### config.mk
export PLATFORM = sky130hd
export DESIGN_NAME = packet_byte_framer
export DESIGN_NICKNAME = d
export VERILOG_FILES = /design/src/rtl/packet_byte_framer_pkg.sv /design/src/rtl/packet_byte_framer_checksum.sv /design/src/rtl/packet_byte_framer.sv
export SDC_FILE = /design/constraint.sdc
export NUM_CORES = 1
export LEC_CHECK = 0
export CAP_MARGIN = 10
export CELL_PAD_IN_SITES_DETAIL_PLACEMENT = 1
export CELL_PAD_IN_SITES_GLOBAL_PLACEMENT = 1
export CORE_UTILIZATION = 44
export CTS_CLUSTER_SIZE = 12
export DETAILED_ROUTE_END_ITERATION = 6
export HOLD_SLACK_MARGIN = 0.05
export PLACE_DENSITY = 0.87
export SLEW_MARGIN = 20
export SYNTH_ARGS = -nofsm -noshare
export SYNTH_HDL_FRONTEND = slang
export SYNTH_SLANG_ARGS = --single-unit
### constraint.sdc
create_clock -name sysclk -period 5.09 [get_ports sysclk]
set_input_delay 1.018 -clock sysclk [delete_from_list [all_inputs] [get_ports sysclk]]
set_output_delay 1.018 -clock sysclk [all_outputs]
set_load 0.02 [all_outputs]
### src/rtl/packet_byte_framer_pkg.sv
// Shared definitions for the packet byte framer: FSM encoding, ASCII
// constants and small helpers used by the framer datapath.
package packet_byte_framer_pkg;

  typedef enum logic [2:0] {
    ST_IDLE    = 3'd0,
    ST_DATA    = 3'd1,
    ST_CSUM_HI = 3'd2,
    ST_CSUM_LO = 3'd3,
    ST_TERM    = 3'd4
  } state_t;

  localparam logic [7:0] ASCII_CR   = 8'h0D;
  localparam logic [7:0] ASCII_ZERO = 8'h30;
  localparam logic [7:0] ASCII_A    = 8'h41;

  // Upper-case ASCII hex digit for one nibble.
  function automatic logic [7:0] nibble_to_ascii(input logic [3:0] nib);
    if (nib < 4'd10) begin
      return ASCII_ZERO + {4'h0, nib};
    end
    return ASCII_A + {4'h0, nib} - 8'd10;
  endfunction

  // Number of whole bytes in a packet of the given bit width.
  function automatic int bytes_in(input int packet_size);
    return packet_size / 8;
  endfunction

endpackage

### src/rtl/packet_byte_framer_checksum.sv
// Frame checksum: XOR accumulator over the raw packet bytes. Clear has
// priority over accumulate so a new frame can start on a transfer edge.
module packet_byte_framer_checksum (
  input  logic       sysclk,
  input  logic       reset_n,
  input  logic       clear,
  input  logic       en,
  input  logic [7:0] din,
  output logic [7:0] value
);

  logic [7:0] csum_q;
  logic [7:0] csum_d;

  // Next checksum: clear, fold in one byte, or hold.
  always_comb begin
    csum_d = csum_q;
    if (clear) begin
      csum_d = 8'h00;
    end else if (en) begin
      csum_d = csum_q ^ din;
    end
  end

  // Checksum register.
  always_ff @(posedge sysclk or negedge reset_n) begin
    if (!reset_n) begin
      csum_q <= 8'h00;
    end else begin
      csum_q <= csum_d;
    end
  end

  assign value = csum_q;

endmodule

### src/rtl/packet_byte_framer.sv
// Packet byte framer: serialises a latched packet snapshot MSB first as raw
// bytes or ASCII hex, appends an XOR checksum (and CR in hex mode), and
// counts packets that arrive while a frame is still being sent.
module packet_byte_framer
  import packet_byte_framer_pkg::*;
#(
  parameter int PACKET_SIZE = 256,
  parameter int BINARY      = 0,
  parameter int DROP_WIDTH  = 8
) (
  input  logic                   sysclk,
  input  logic                   reset_n,
  input  logic                   enable,
  input  logic [PACKET_SIZE-1:0] packet,
  input  logic                   packet_strobe,
  output logic [7:0]             tx_byte,
  output logic                   tx_valid,
  input  logic                   tx_ready,
  output logic                   busy,
  output logic                   overrun,
  input  logic                   clear_overrun,
  output logic [DROP_WIDTH-1:0]  drop_count
);

  localparam int NUM_BYTES = bytes_in(PACKET_SIZE);
  localparam int IW        = $clog2(PACKET_SIZE / 4) + 1;
  localparam logic [IW-1:0] LAST_IDX =
    (BINARY != 0) ? IW'(NUM_BYTES - 1) : IW'(2 * NUM_BYTES - 1);

  state_t                  state_q, state_d;
  logic [IW-1:0]           index_q, index_d;
  logic [PACKET_SIZE-1:0]  shadow_q, shadow_d;
  logic                    tx_valid_q, tx_valid_d;
  logic                    overrun_q, overrun_d;
  logic [DROP_WIDTH-1:0]   drop_q, drop_d;

  logic                    csum_clear;
  logic                    csum_en;
  logic [7:0]              csum_value;
  logic [IW+2:0]           shamt;
  logic [7:0]              data_byte;
  logic [7:0]              tx_byte_c;
  logic                    xfer;
  logic                    frame_done;
  logic                    accept;
  logic                    drop;

  // The index counts bytes in binary mode and nibbles in hex mode; shifting
  // by it puts the current element in the top bits. In hex mode, at an even
  // nibble index the top byte is exactly the raw byte being checksummed.
  assign shamt     = (BINARY != 0) ? {index_q, 3'b000} : {1'b0, index_q, 2'b00};
  assign data_byte = 8'((shadow_q << shamt) >> (PACKET_SIZE - 8));

  packet_byte_framer_checksum u_checksum (
    .sysclk  (sysclk),
    .reset_n (reset_n),
    .clear   (csum_clear),
    .en      (csum_en),
    .din     (data_byte),
    .value   (csum_value)
  );

  // Byte offered to the transmitter, derived from state so it is stable
  // for as long as the state/index hold during a stall.
  always_comb begin
    tx_byte_c = 8'h00;
    if (tx_valid_q) begin
      case (state_q)
        ST_DATA:    tx_byte_c = (BINARY != 0) ? data_byte : nibble_to_ascii(data_byte[7:4]);
        ST_CSUM_HI: tx_byte_c = nibble_to_ascii(csum_value[7:4]);
        ST_CSUM_LO: tx_byte_c = (BINARY != 0) ? csum_value : nibble_to_ascii(csum_value[3:0]);
        ST_TERM:    tx_byte_c = ASCII_CR;
        default:    tx_byte_c = 8'h00;
      endcase
    end
  end

  // Next-state, handshake, packet accept/drop and overrun bookkeeping.
  always_comb begin
    state_d    = state_q;
    index_d    = index_q;
    shadow_d   = shadow_q;
    tx_valid_d = tx_valid_q;
    overrun_d  = overrun_q;
    drop_d     = drop_q;
    csum_clear = 1'b0;
    csum_en    = 1'b0;
    frame_done = 1'b0;
    xfer       = tx_valid_q && tx_ready;

    case (state_q)
      ST_IDLE: begin
      end
      ST_DATA: begin
        if (!tx_valid_q) begin
          tx_valid_d = 1'b1;
        end else if (xfer) begin
          csum_en = (BINARY != 0) || !index_q[0];
          if (index_q == LAST_IDX) begin
            state_d = (BINARY != 0) ? ST_CSUM_LO : ST_CSUM_HI;
          end else begin
            index_d = index_q + IW'(1);
          end
        end
      end
      ST_CSUM_HI: begin
        if (xfer) state_d = ST_CSUM_LO;
      end
      ST_CSUM_LO: begin
        if (xfer) begin
          if (BINARY != 0) frame_done = 1'b1;
          else             state_d    = ST_TERM;
        end
      end
      ST_TERM: begin
        if (xfer) frame_done = 1'b1;
      end
      default: state_d = ST_IDLE;
    endcase

    if (frame_done) begin
      state_d    = ST_IDLE;
      tx_valid_d = 1'b0;
      index_d    = '0;
    end

    // A strobe coinciding with the last transfer starts the next frame
    // directly; any other strobe during a frame is a drop.
    accept = enable && packet_strobe && ((state_q == ST_IDLE) || frame_done);
    drop   = enable && packet_strobe && (state_q != ST_IDLE) && !frame_done;

    if (accept) begin
      shadow_d   = packet;
      csum_clear = 1'b1;
      index_d    = '0;
      state_d    = ST_DATA;
      tx_valid_d = 1'b0;
    end

    if (!enable) begin
      state_d    = ST_IDLE;
      tx_valid_d = 1'b0;
      index_d    = '0;
    end

    if (clear_overrun) begin
      overrun_d = 1'b0;
      drop_d    = '0;
    end
    if (drop) begin
      overrun_d = 1'b1;
      if (clear_overrun) begin
        drop_d = DROP_WIDTH'(1);
      end else if (drop_q != {DROP_WIDTH{1'b1}}) begin
        drop_d = drop_q + DROP_WIDTH'(1);
      end
    end
  end

  // State and datapath registers.
  always_ff @(posedge sysclk or negedge reset_n) begin
    if (!reset_n) begin
      state_q    <= ST_IDLE;
      index_q    <= '0;
      shadow_q   <= '0;
      tx_valid_q <= 1'b0;
      overrun_q  <= 1'b0;
      drop_q     <= '0;
    end else begin
      state_q    <= state_d;
      index_q    <= index_d;
      shadow_q   <= shadow_d;
      tx_valid_q <= tx_valid_d;
      overrun_q  <= overrun_d;
      drop_q     <= drop_d;
    end
  end

  assign tx_byte    = tx_byte_c;
  assign tx_valid   = tx_valid_q;
  assign busy       = (state_q != ST_IDLE);
  assign overrun    = overrun_q;
  assign drop_count = drop_q;

endmodule

# Yosys cells after proc, flatten, opt, wreduce, memory -nomap -nowiden
# Cells that the tools add are included.
word_totals:
  memories: 0
  mem_bits_ro: 0
  ramBits: 0
  out_inout_bits: 19
  regBits: 284
  inputBits: 262
  latch_bits: 0
classes:
  n_lt_le_gt_ge: 3
  n_reduce_logical: 15
  n_mux: 51
  n_bitwise: 1
  mul: 0
  div: 0
  n_shift: 1
  eq_ne: 16
  n_addsub: 11
op_table:
  columns: ["op", "n"]
  rows:
  - ["256-bit by 9-bit << shifter with 256-bit output", 1]
  - ["8-bit two-way mux", 13]
  - ["7-bit two-way mux", 7]
  - ["8-bit case mux with 4 select lines", 1]
  - ["5-bit != test, second input constant", 5]
  - ["7-bit by 4-bit adder with 8-bit output, first input constant", 3]
  - ["3-bit two-way mux", 8]
  - ["8-bit by 4-bit subtractor with 8-bit output, second input constant", 3]
  - ["6-bit by 4-bit adder with 7-bit output, first input constant", 3]
  - ["1-bit two-way mux", 21]
  - ["4-bit less-than comparator, second input constant", 3]
  - ["4-bit by 1-bit != test with 1-bit output, second input constant", 3]
  - ["3-bit case mux with 4 select lines", 1]
  - ["8-bit by 1-bit adder with 8-bit output, second input constant", 1]
  - ["8-bit != test, second input constant", 1]
  - ["8-bit XOR", 1]
  - ["7-bit by 1-bit adder with 7-bit output, second input constant", 1]
  - ["7-bit by 6-bit == test with 1-bit output, second input constant", 1]
  - ["3-bit by 2-bit == test with 1-bit output, second input constant", 2]
  - ["6-bit AND reduction", 1]
  - ["1-bit logical AND", 5]
  - ["4-bit by 2-bit != test with 1-bit output, second input constant", 1]
  - ["4-bit != test, second input constant", 1]
  - ["4-bit AND reduction", 1]
  - ["8 further kinds", 10]

# Longest topological paths before layout
# Gate-level depths: netlist (run 1).
logic_depth:
  ltp_word: 8
  depth_mapped: 15
  ltp_nobuf: 10

# Hierarchy
# A second synthesis (run 1) with hierarchy kept.
unflattened:
  cells_unflattened: 1059
  hier_area_um2: 15592.5
modules_own_cells:
  columns: ["mod", "area_each_um2", "cells_each", "n_inst"]
  rows:
  - ["packet_byte_framer", 15185.8, 1024, 1]
  - ["packet_byte_framer_checksum", 406.6, 35, 1]

# Worst setup path after synthesis (run 1)
# Ideal clock, no wire load.
synth_timing:
  kind: "reg2out"
  start: "register index_q[1]"
  end: "output tx_byte[6]"
  setup_slack_ns: 0.852
  path_stages_with_launch: 15
  arrival_time_ns: 3.220
  t_required_ns: 4.072
  path_cell_list: "dfrtp_1 buf_6 buf_4 clkbuf_1 buf_2 mux4_2 o221ai_1 a21oi_1 o21ai_0 a21oi_1 inv_1 ha_1 or2_2 a211o_1 a21oi_1"
synth_via:
  elab_chain_cells: 8
  elab_cells_between_ends: 12
synth_lines:
  columns: ["element", "line_no", "rtl"]
  rows:
  - ["start, declared", "packet_byte_framer.sv:31", "logic [IW-1:0] index_q, index_d;"]
  - ["start signal, assigned", "packet_byte_framer.sv:171", "index_q <= index_d;"]
  - ["256-bit by 9-bit << shifter with 256-bit output *", "packet_byte_framer.sv:52", "assign data_byte = 8'((shadow_q << shamt) >> (PACKET_SIZE - 8));"]
  - ["parallel branches: the longest is 4 deep, another holds 7-bit by 4-bit adder with 8-bit output", null, null]
  - ["8-bit two-way mux *", "packet_byte_framer_pkg.sv:22", "return ASCII_A + {4'h0, nib} - 8'd10;"]
  - ["8-bit case mux with 4 select lines *", "packet_byte_framer.sv:68", "case (state_q)"]
  - ["8-bit two-way mux *", "packet_byte_framer.sv:67", "if (tx_valid_q) begin"]
  - ["end, declared", "packet_byte_framer.sv:16", "output logic [7:0] tx_byte,"]
# Mark *: on every way between the ends. The select of a mux whose other input is x is not followed.

# Worst setup path after layout (run 1)
layout_timing:
  start: "register index_q[0]"
  end: "output tx_byte[6]"
# Same word-level chain as after synthesis.

==> key figures, run 1 <==
Detailed routing
  – Drt first pass iters: 7
  – Vias per cell: 6.20
  – Initial DRC Count: just under 1000
  – Per-cell routed wire length: 28.1 µm
  – Drt total wl: 51500 µm
  – Vias: roughly 11000
  – Antenna-violating nets left: 0
  – DRC: 0

Global route
  – Vias in the first global route: 12500
  – Largest net degree at the start of global routing: between 90 and 100
  – All-Layer GR Usage: between 20% and 30%
  – Total gr overflow: 0
  – Initial antenna violation count: 1
  – Global-route wire length before repair: roughly 79000 µm

Placed design
  – Placer Congestion: roughly 0.9
  – PortBufs: roughly 280
  – Post-DP HPWL: about 37000 µm
  – Placement Setup Slack: between 0.15 and 0.2 ns

Clock tree
  – H-tree levels: 2
  – Root buffer cell: clkbuf_16
  – CTS Buffer Depth: 3
  – Num CTS Buffers: 34
  – # hold bufs at CTS: 0
  – Clk sinks: approximately 280
  – Clock-pin slew of the registers on the worst-case setup and hold paths: 0.06 ns
  – TritonCTS clock tree: done
  – Clock latency on the worst-skew pair: ~0.52 ns

Worst setup path
  – Crit path DAT: ~4 ns
  – Reg2reg path depth: 9
  – Critical path class: reg2out
  – CP Launch Type: flop
  – Setup crit end kind: output pin
  – Worst path required time: slightly above 4 ns
  – Max FO, Critical Path: 11

Floorplanning
  – Die Wd: 190 µm
  – Ports: approximately 280
  – Die Y: approximately 190 µm
  – Die area: 36100 µm²
  – Initial Util: roughly 45%
  – Core Area: 34600 µm²
  – Rows: 68

Timing
  – Aggregate negative setup slack: 0 ns
  – Fmax: 200 MHz
  – Worst setup margin: approximately 0.089 ns
  – Normalized max-slew margin: about two fifths
  – Period utilization: a little over nine tenths
  – Fin. max-slew vios: 0
  – RSZ-0062 raised after global routing: no
  – Worst-Margin Slew: around 0.92 ns
  – Final setup vio count: 0
  – Hold Vio Cnt, Final: 0
  – Period minus WS final: between 5 and 6 ns
  – Skew final: about 0.023 ns

Logic synthesis
  – Post-synthesis cell count: 1064
  – Top FF cell, synth: dfrtp_1
  – Top-area cell type share of the netlist area: between 40% and 50%
  – Distinct cells, synth: 64
  – Synth Cell Area: 15500 µm²
  – Synth top area cells: dfrtp_1 46%, mux2_2 19%, mux4_2 17%
  – Top-count cell post-synth: dfrtp_1
  – Cell taking the most area after synthesis: dfrtp_1
  – Synth async-reset ratio: between 90% and 100%
  – Yosys warning count: 0
  – Post-synth EDFFs: 0
  – Syn Area/Cell: 14.6 µm²
  – Post-synthesis register bit count: 284
  – Post-Syn Nets: around 1300
  – Register area share after synthesis: 45.7%
  – Commonest cells in the netlist: 284 x dfrtp_1, 259 x mux2_2, 120 x mux4_2

Hold path
  – WHS Path Cells: 1
  – Type of the worst min-delay path: reg2reg

Layout
  – Multi-input logic area: a little under 8000 µm²
  – Nets: around 1600
  – Share of layout cells above drive strength 1: a little under two fifths
  – Filler cell count: between 3000 and 4000
  – Sequential Area: ~7100 µm²
  – Ant diodes: 0
  – Area Overhead vs Synth: 30.1%

Power and ir drop
  – Cell area power density: around 520 nW/µm²
  – Leak: just under 8 nW
  – VDD IR max: between 200 and 300 µV

Job
  – Max_cap viols: 0

Run status
  – Status: finished clean
==> routing by layer <==
layer	global-route usage [%]	up-vias	share of wire (%)
met5	0	-	0.025
met4	12.3	2	4.3
met3	4.83	124	6.4
met2	48.8	550	50
met1	37.7	5996	39
li1	-	4696	-
==> cell families (layout without fill, tap and decap cells) <==
family,Yosys count,count (layout),share of synthesized area (%)
compound gates,92,92,3.98
xor+xnor,15,15,0.846
fa+ha+maj,5,5,0.403
buf+inv,97,413,3.47
flops,284,284,45.7
mux,432,432,41.2
other cells,1,1,0.0241
simple gates,138,138,4.37
==> flip-flops by register name, indices dropped and copies added, names as in the netlist <==
register,count
tx_valid,1
index_q,7
state_q,3
u_checksum.value,8
shadow_q,256
overrun,1
drop_count,8
==> cell usage in the layout (no fill, tap or decap), types with 6 or more instances in the layout <==
| cell | count |
|---|---|
| xnor2_1 | 9 |
| a21oi_1 | 22 |
| buf_4 | 42 |
| mux4_1 | 15 |
| mux2i_1 | 38 |
| nor2b_1 | 11 |
| o21ai_0 | 17 |
| a22oi_1 | 6 |
| nand2_1 | 29 |
| clkbuf_1 | 11 |
| nor3_1 | 9 |
| buf_12 | 14 |
| dfrtp_1 | 281 |
| inv_1 | 15 |
| a31oi_1 | 7 |
| mux2_2 | 259 |
| mux4_2 | 120 |
| nor2_1 | 38 |
| xor2_1 | 6 |
| nand3_1 | 18 |
| nand3b_1 | 6 |
| clkdlybuf4s50_1 | 271 |
| clkbuf_16 | 35 |
==> power by group <==
part / switching [mW] / internal [mW] / total, mW
combinational: 1.28 / 2.13 / 3.41
clock: 0.979 / 1.54 / 2.51
sequential: 1.18 / 3.34 / 4.52
==> through the flow <==
step	utilization (%)	instances	instance area [µm²]	power, mW	hold slack (ns)
4_1_cts	58.3	1831	20200	10.4	0.508
3_5_place_dp	54.7	1765	18900	7.79	0.496
2_1_floorplan	-	1064	15500	6.31	0.473
6_report	58.4	1835	20200	10.4	0.506
5_1_grt	58.4	1835	20200	10.9	0.531
3_3_place_gp	54.7	1765	18900	7.47	0.489
==> path summary, 6_finish.rpt <==
check | startpoint | slack [ns] | end
min | shadow_q[27]$_DFFE_PN0P_ | 0.51 | shadow_q[27]$_DFFE_PN0P_
max reg2reg | index_q[0]$_DFFE_PN0P_ | 1.90 | u_checksum.value[2]$_DFFE_PN0P_
min reg2reg | shadow_q[27]$_DFFE_PN0P_ | 0.51 | shadow_q[27]$_DFFE_PN0P_
max | index_q[0]$_DFFE_PN0P_ | 0.09 | tx_byte[6]
max in group asynchronous | reset_n | 3.57 | shadow_q[254]$_DFFE_PN0P_
min in group asynchronous | reset_n | 0.53 | shadow_q[47]$_DFFE_PN0P_
==> timing repair <==
| action | in CTS | in global routing |
|---|---|---|
| gates resized for setup | 12 | 9 |
| setup endpoints to repair | 7 | 6 |
| gates cloned | 0 | 0 |
| setup buffers | 5 | 4 |
==> critical path: stages, from the launching register on <==
cell	delay [ns]
dfrtp_4	0.51
buf_4	0.15
buf_8	0.15
mux4_2	0.33
mux2i_1	0.13
a221o_1	0.45
a2bb2oi_2	0.17
or2_2	0.32
ha_1	0.22
or2_2	0.31
a211o_1	0.30
a21oi_1	0.21
clkbuf_2	0.21
==> area by class of cell <==
type                            instances  area share (%)
Tap cell                              455            2.82
Clock buffer                           50            4.81
Clock inverter                         11           0.891
Inverter                               16           0.297
Sequential cell                       284            35.2
Timing Repair Buffer                  336            16.8
Multi-Input combinational cell        683            39.2
Power figures use the tool's default switching activity.
==> inputs of run 2 (changes only) <==
CORE_UTILIZATION = 46   (was 44)
PLACE_DENSITY = 0.9   (was 0.87)
clock period = 6.2 ns   (was 5.09 ns; I/O delays follow)
==> key figures, run 2 (same netlist as run 1, synthesis figures left out) <==
Run status
  – Status: finished clean (unchanged)

Worst setup path
  – Max FO, Critical Path: 21 (was 11)
  – Worst path required time: 4.96 ns (was 4.07 ns)
  – Critical path class: reg2out (unchanged)
  – Crit path DAT: 4.67 ns (was 3.98 ns)
  – Setup crit end kind: output pin (unchanged)
  – CP Launch Type: flop (unchanged)

Timing
  – Fmax: 169 MHz
  – RSZ-0062 raised after global routing: no (unchanged)
  – Worst-Margin Slew: 0.997 ns (was 0.917 ns)
  – Hold Vio Cnt, Final: 0 (unchanged)
  – Period utilization: a little over nine tenths
  – Final setup vio count: 0 (unchanged)
  – Skew final: 0.0217 ns (was 0.0232 ns)
  – Worst setup margin: 0.286 ns (was 0.0886 ns)
  – Period minus WS final: between 5 and 6 ns
  – Normalized max-slew margin: 33.0% (was 38.9%)
  – Aggregate negative setup slack: 0 ns (unchanged)
  – Fin. max-slew vios: 0 (unchanged)

Global route
  – Global-route wire length before repair: 78000 µm (was 78600 µm)
  – All-Layer GR Usage: 30.6% (was 29.2%)
  – Total gr overflow: 0 (unchanged)
  – Largest net degree at the start of global routing: 115 (was 97)
  – Vias in the first global route: 12200 (was 12500)
  – Initial antenna violation count: 2 (was 1)

Job
  – Max_cap viols: 0 (unchanged)

Layout
  – Filler cell count: 3125 (was 3263)
  – Nets: 1585 (was 1622)
  – Max reg flops: 256 (unchanged)
  – Reg with most FFs: shadow_q (unchanged)
  – Area Overhead vs Synth: 27.1% (was 30.1%)
  – Commonest non-fill, non-tap cell in the layout: dfrtp_1 (unchanged)
  – Commonest cells after routing, fill and taps aside: 281 x dfrtp_1, 278 x clkdlybuf4s50_1, 259 x mux2_2, 120 x mux4_2, 39 x nor2_1 (was 281 x dfrtp_1, 271 x clkdlybuf4s50_1, 259 x mux2_2, 120 x mux4_2, 42 x buf_4)
  – Share of layout cells above drive strength 1: 34.8% (was 36.9%)

Clock tree
  – Clock-pin slew of the registers on the worst-case setup and hold paths: 0.06 ns (about the same)
  – PostCTS Resize Cnt: 0 (was 12)
  – Clk sinks: 284 (unchanged)
  – H-tree levels: 1 (was 2)
  – CTS Buffer Depth: 3 (unchanged)
  – TritonCTS clock tree: done (unchanged)
  – Num CTS Buffers: 31 (was 34)
  – Root buffer cell: clkbuf_16 (unchanged)
  – Clock latency on the worst-skew pair: 0.58 ns (was 0.52 ns)

Floorplanning
  – Ports: 281 (unchanged)
  – Rows: 66 (was 68)
  – Die area: 34500 µm² (was 36100 µm²)
  – Core Area: 32900 µm² (was 34600 µm²)
  – Die Wd: 186 µm (was 190 µm)
  – Initial Util: 47.3% (was 44.9%)
  – Die Y: 186 µm (was 190 µm)

Detailed routing
  – Vias per cell: 6.31 (was 6.20)
  – Initial DRC Count: 874 (was 963)
  – Antenna-violating nets left: 0 (unchanged)
  – DRC: 0 (unchanged)
  – Vias: 11300 (was 11400)
  – Drt total wl: 51500 µm (about the same)
  – Drt first pass iters: 7 (unchanged)
  – Per-cell routed wire length: 28.8 µm (was 28.1 µm)

Placed design
  – Placer Congestion: 0.871 (was 0.925)
  – Placement Setup Slack: 0.647 ns (was 0.161 ns)
  – PortBufs: 279 (unchanged)
  – Post-DP HPWL: 36900 µm (was 37500 µm)

Power and ir drop
  – Cell area power density: 425 nW/µm² (was 517 nW/µm²)
  – Leak: 7.49 nW (was 7.78 nW)
  – VDD IR max: 224 µV (was 289 µV)
  – Power Total: 8.40 mW (was 10.4 mW)

Hold path
  – Type of the worst min-delay path: reg2reg (unchanged)
## run 2: final timing paths
kind,from,depth (start not counted),slack [ns],endpoint
worst max register to register,index_q[0]$_DFFE_PN0P_,8,2.80,u_checksum.value[2]$_DFFE_PN0P_
max in group asynchronous,reset_n,2,3.96,u_checksum.value[6]$_DFFE_PN0P_
worst min-delay path,shadow_q[155]$_DFFE_PN0P_,1,0.51,shadow_q[155]$_DFFE_PN0P_
worst min register to register,shadow_q[155]$_DFFE_PN0P_,1,0.51,shadow_q[155]$_DFFE_PN0P_
min in group asynchronous,reset_n,1,0.78,shadow_q[249]$_DFFE_PN0P_
worst max-delay path,index_q[0]$_DFFE_PN0P_,11,0.29,tx_byte[2]
## run 2: what timing repair did
action                     4_1_cts  5_1_grt
setup endpoints to repair        0        5
hold buffers                     0        0
setup buffers                    0        2
## run 2: per-layer routing
layer  GRT usage, %  vias up  wire length [µm]
met5              0        -                14
met4           9.93        2              1720
met3           4.77      122              3650
met2           51.1      585             25800
met1           40.8     5939             20300
li1               -     4611                 -
## run 2: layout make-up
cell class | instances | area (µm²) | area share, %
clock inverter | 7 | 91.3 | 0.463
multi-input combinational | 683 | 7890 | 40.0
sequential | 284 | 7120 | 36.1
timing repair buffer | 302 | 3060 | 15.5
inverter | 16 | 60.1 | 0.304
tap | 442 | 553 | 2.80
antenna | 1 | 2.50 | 0.0127
clock buffer | 49 | 963 | 4.88
## run 2: critical path, cell delays in order, from the launching register on
cell and delay, ns:
dfrtp_4 0.72, mux4_1 0.68, mux4_2 0.49, nor2_1 0.19, a2bb2oi_2 0.18, buf_4 0.20, or2_2 0.14, ha_1 0.15
inv_1 0.05, or3_1 0.38, o311ai_2 0.25, clkdlybuf4s50_1 0.66
## run 2: stage by stage
step                cell area [µm²]  cells  util, %  hold slack (ns)
floorplan                     15500   1064        -            0.473
finish                        19700   1784     60.1            0.511
CTS                           19700   1781     59.9            0.511
detailed placement            18600   1725     56.7            0.495
global route                  19700   1783     60.0            0.529
global placement              18600   1725     56.7            0.493
## run 2: where the power goes
part | switching (mW) | internal [mW]
logic | 1.03 | 1.72
registers | 0.998 | 2.74
clock network | 0.776 | 1.14
total | 2.80 | 5.59
